$ cat src/rtl/ysyx_23060171_stage_buf.sv
// Inter-unit valid/ready FIFO buffer with flush and transfer/stall counters; latency 1 cycle.
// Backpressure: in_ready drops only when full or flushing, with no pass-through from out_ready.
module ysyx_23060171_stage_buf #(
  parameter int WIDTH = 64,
  parameter int DEPTH = 2,
  parameter int CNT_W = 32
) (
  input  logic                       clk,
  input  logic                       rst,
  input  logic                       flush,
  input  logic                       in_valid,
  output logic                       in_ready,
  input  logic [WIDTH-1:0]           in_data,
  output logic                       out_valid,
  input  logic                       out_ready,
  output logic [WIDTH-1:0]           out_data,
  output logic [$clog2(DEPTH+1)-1:0] occupancy,
  output logic [CNT_W-1:0]           xfer_cnt,
  output logic [CNT_W-1:0]           stall_cnt
);

  localparam int OCC_W = $clog2(DEPTH + 1);
  localparam int PTR_W = (DEPTH > 1) ? $clog2(DEPTH) : 1;

  logic [WIDTH-1:0] r_mem [DEPTH];
  logic [PTR_W-1:0] r_wp;
  logic [PTR_W-1:0] r_rp;
  logic [OCC_W-1:0] r_occ;
  logic [CNT_W-1:0] r_xfer;
  logic [CNT_W-1:0] r_stall;

  logic w_full;
  logic w_empty;
  logic w_push;
  logic w_pop;

  // Pointers wrap by explicit compare so non-power-of-two depths work.
  function automatic logic [PTR_W-1:0] ptr_inc(input logic [PTR_W-1:0] p);
    return (p == PTR_W'(DEPTH - 1)) ? '0 : p + 1'b1;
  endfunction

  assign w_full    = (r_occ == OCC_W'(DEPTH));
  assign w_empty   = (r_occ == '0);
  assign in_ready  = !w_full && !flush;
  assign out_valid = !w_empty;
  assign w_push    = in_valid && in_ready;
  assign w_pop     = out_valid && out_ready;

  assign out_data  = r_mem[r_rp];
  assign occupancy = r_occ;
  assign xfer_cnt  = r_xfer;
  assign stall_cnt = r_stall;

  always_ff @(posedge clk) begin
    if (w_push) begin
      r_mem[r_wp] <= in_data;
    end
  end

  always_ff @(posedge clk or negedge rst) begin
    if (!rst) begin
      r_wp  <= '0;
      r_rp  <= '0;
      r_occ <= '0;
    end else if (flush) begin
      r_wp  <= '0;
      r_rp  <= '0;
      r_occ <= '0;
    end else begin
      if (w_push) begin
        r_wp <= ptr_inc(r_wp);
      end
      if (w_pop) begin
        r_rp <= ptr_inc(r_rp);
      end
      case ({w_push, w_pop})
        2'b10:   r_occ <= r_occ + 1'b1;
        2'b01:   r_occ <= r_occ - 1'b1;
        default: r_occ <= r_occ;
      endcase
    end
  end

  // Counters survive flush; a pop in the flush cycle still counts as a transfer.
  always_ff @(posedge clk or negedge rst) begin
    if (!rst) begin
      r_xfer  <= '0;
      r_stall <= '0;
    end else begin
      if (w_pop) begin
        r_xfer <= r_xfer + CNT_W'(1);
      end
      if (in_valid && !in_ready) begin
        r_stall <= r_stall + CNT_W'(1);
      end
    end
  end

endmodule

$ cat config.mk
export PLATFORM = sky130hd
export DESIGN_NAME = ysyx_23060171_stage_buf
export DESIGN_NICKNAME = d
export VERILOG_FILES = /design/src/rtl/ysyx_23060171_stage_buf.sv
export SDC_FILE = /design/constraint.sdc
export NUM_CORES = 1
export LEC_CHECK = 0
export BUFFER_PORTS_ARGS = -buffer_cell sky130_fd_sc_hd__buf_4
export CAP_MARGIN = 20
export CORE_ASPECT_RATIO = 0.8
export CORE_MARGIN = 5
export CORE_UTILIZATION = 45
export DETAILED_ROUTE_END_ITERATION = 8
export PLACE_DENSITY = 0.71
export SLEW_MARGIN = 20
export SYNTH_ARGS = -nofsm -noshare
export SYNTH_HDL_FRONTEND = slang
export SYNTH_SLANG_ARGS = --single-unit
$ cat constraint.sdc
create_clock -name clk -period 10.5 [get_ports clk]
set_clock_uncertainty 0.2 [all_clocks]
set_input_delay 1.05 -clock clk [delete_from_list [all_inputs] [get_ports clk]]
set_output_delay 1.05 -clock clk [all_outputs]
set_load 0.005 [all_outputs]
==> flow_summary.yaml <==
critical_path:
  arrival_ns: 2.05
  crit_path_end_kind: "output pin"
  r2r-end: "stall_cnt[28]"
  crit_chain: "buf_4 > mux2_2 > buf_4"
  setup.worst_path.start: "r_rp"
  critPathMaxFanout: 64
  endpoint: "out_data[29]"
  cp.depth: 3
  worstSetupPathType: "flip-flop to output pin"
  crit_required_ns: 9.25
  critical-path-max-stage-delay_ns: 0.66
  path_delay_family: "buffers and inverters"
  crit_path_frequent_cell: "buf_4"
  r2r_cells: 5
  cp.buffers_inverters: 2
  startpoint_type: "flip-flop"
  reg2reg_slack_ns: 7.94
  reg2reg_from: "occupancy[1]"
  critPathSlowestCell: "buf_4"
clocking:
  cts_root_buf: "clkbuf_16"
  htreeDepth: 4
  numCtsBuffers: 17
  cts_tree: "yes"
  clkLatencyLatePin_ns: 0.42
  post_cts_buffers: 0
  clockBufferDepth: 2
  cts.sink_count: 196
  clk_pin_slew_ns: 0.07
  hold_buffers: 0
  ctsResizeCount: 0
power_and_ir_drop:
  power.internal_uw: 1310
  p_seq_frac: 0.527
  leakage_uw: 0.00415
  p_switching_uw: 407
  clock_power_share: 0.361
  comb_power_share: 0.113
  powerDensity_mw_per_mm2: 171
  ir_drop_uv: 109
  p_sw_frac: 0.237
cells_and_area:
  antenna_cells: 0
  final_nets: 766
  syn_to_final_growth_pct: 30.2
  fin_util: 0.601
  drive_gt1_frac: 0.441
  mostFrequentLayoutCells: "203 x buf_4, 128 x edfxtp_1, 67 x dfrtp_1, 65 x mux2_2, 37 x xnor2_1"
  final_common_cell: "buf_4"
floorplan:
  die_y_um: 127
  die-width_um: 156
  core_mm2: 0.0167
  initial_core_util: 0.461
  pin_count: 201
  rows: 42
  die_area_mm2: 0.0199
sta:
  slew_violations: 0
  relSlewSlack: 0.409
  rsz0062_at_grt: "no"
  worst_pin_slew_ns: 0.886
  period_needed_ns: 3.30
  finalSetupTns_ns: 0
  whs_ns: 0.284
  setup_viol: 0
  hold_violations: 0
  clock.fmax_ghz: 0.303
  post-route-period-util: 0.314
place:
  gp_congestion: 0.828
  port_buffers: 200
  hpwl_mm: 11.2
drt:
  detail_route.iter0.violations: 271
  vias: 4710
  detail_route.vias_per_cell: 5.08
  wl_per_cell_um: 17.5
  ant_nets: 0
  route.detailed.drc: 0
  routed_wl_mm: 16.2
  firstDrtPassIters: 4
grt:
  grt_pass1_wl_mm: 25.8
  grt_antenna_before_repair: 0
  overflow: 0
  grt_pass1_vias: 4900
  grt_max_degree: 69
  track_usage: 0.164
run:
  max-cap-violations: 0
synth:
  synthArstFlopShare: 0.347
  ys_seq_area_frac: 0.719
  syn_area_mm2: 0.00771
  synth_edf_count: 128
  avgSynthCellArea_um2: 15.9
  syn-num-nets: 556
  synth.yosys.warnings: 0
  syn_inst: 485
  synth.distinct_cells: 39
  ys_seq_elements: 196
  ys.flop_type: "edfxtp_1"
worst_hold_path:
  hold_class: "flip-flop to flip-flop"
  hold_start: "xfer_cnt[31]"
  hold_depth: 1
outcome:
  outcome: "finished, final reports clean"
## power by group through the flow
stage	Sequential (µW)	Combinational, µW	Clock (µW)
after detailed placement	921	198	0
final	906	194	621
after global placement	919	192	0
after floorplan	915	80.6	0
after CTS	906	199	636
after global routing	911	212	673
## sequential cells by signal (all words and copies together), names as in the netlist
register,flops
occupancy,2
r_wp,1
stall_cnt,32
r_rp,1
xfer_cnt,32
r_mem,128
## worst min path at each step
| stage | slack [ns] | to |
|---|---|---|
| 2_1_floorplan | 0.26 | xfer_cnt[31] |
| 3_3_place_gp | 0.26 | xfer_cnt[31] |
| 4_1_cts | 0.29 | xfer_cnt[31] |
| 5_1_grt | 0.30 | xfer_cnt[31] |
| 3_5_place_dp | 0.28 | stall_cnt[31] |
| 6_report | 0.28 | xfer_cnt[31] |
## logic make-up (layout without fill, tap and decap cells)
group	count (synthesis)	after routing	synth area share
DFF	196	196	0.719
and+or+nand+nor	133	133	0.0907
muxes	66	66	0.0962
xor gates and xnor gates	64	64	0.0737
buffers and inverters	14	237	0.00795
AOI/OAI and AO/OA	10	10	0.00893
adders and majority gates	2	2	0.00325
## through the flow
step,cells,area (µm²),total power (µW),worst slack [ns]
final,928,10000,1720,7.20
after global routing,928,10000,1800,7.07
after CTS,928,10000,1740,7.14
after detailed placement,896,9470,1120,7.40
after global placement,896,9470,1110,7.43
after floorplan,485,7710,995,5.64
## cells in the mapped netlist, types with 5 or more instances
cell type	number	share of area
xor2_1	26	0.030
nand2_1	32	0.016
nand4_1	14	0.011
nor4_1	5	0.0041
and3_1	6	0.0049
nor2_1	26	0.013
and4_1	5	0.0057
mux2_2	65	0.095
xnor2_1	37	0.042
dfrtp_1	68	0.22
edfxtp_1	128	0.50
nand2b_1	5	0.0041
nor3_1	9	0.0058
clkbuf_1	10	0.0049
nand3_1	17	0.011
## final cells by class
cell class	count	area (µm²)
clock buffers	18	429
clock inverters	14	141
fillers	1299	6680
inverters	2	7.51
multi-input cells	275	2110
flip-flops and latches	196	5550
well taps	220	275
repair buffers	203	1520
## routing by layer
| layer | GRT usage | part of all wire | vias up |
|---|---|---|---|
| met5 | 0 | 0 | - |
| met4 | 0.0378 | 0.0076 | 0 |
| met3 | 0.0602 | 0.089 | 11 |
| met2 | 0.263 | 0.48 | 176 |
| met1 | 0.215 | 0.43 | 2322 |
| li1 | - | - | 2201 |
Note: power is estimated with default switching activity, not from simulation.
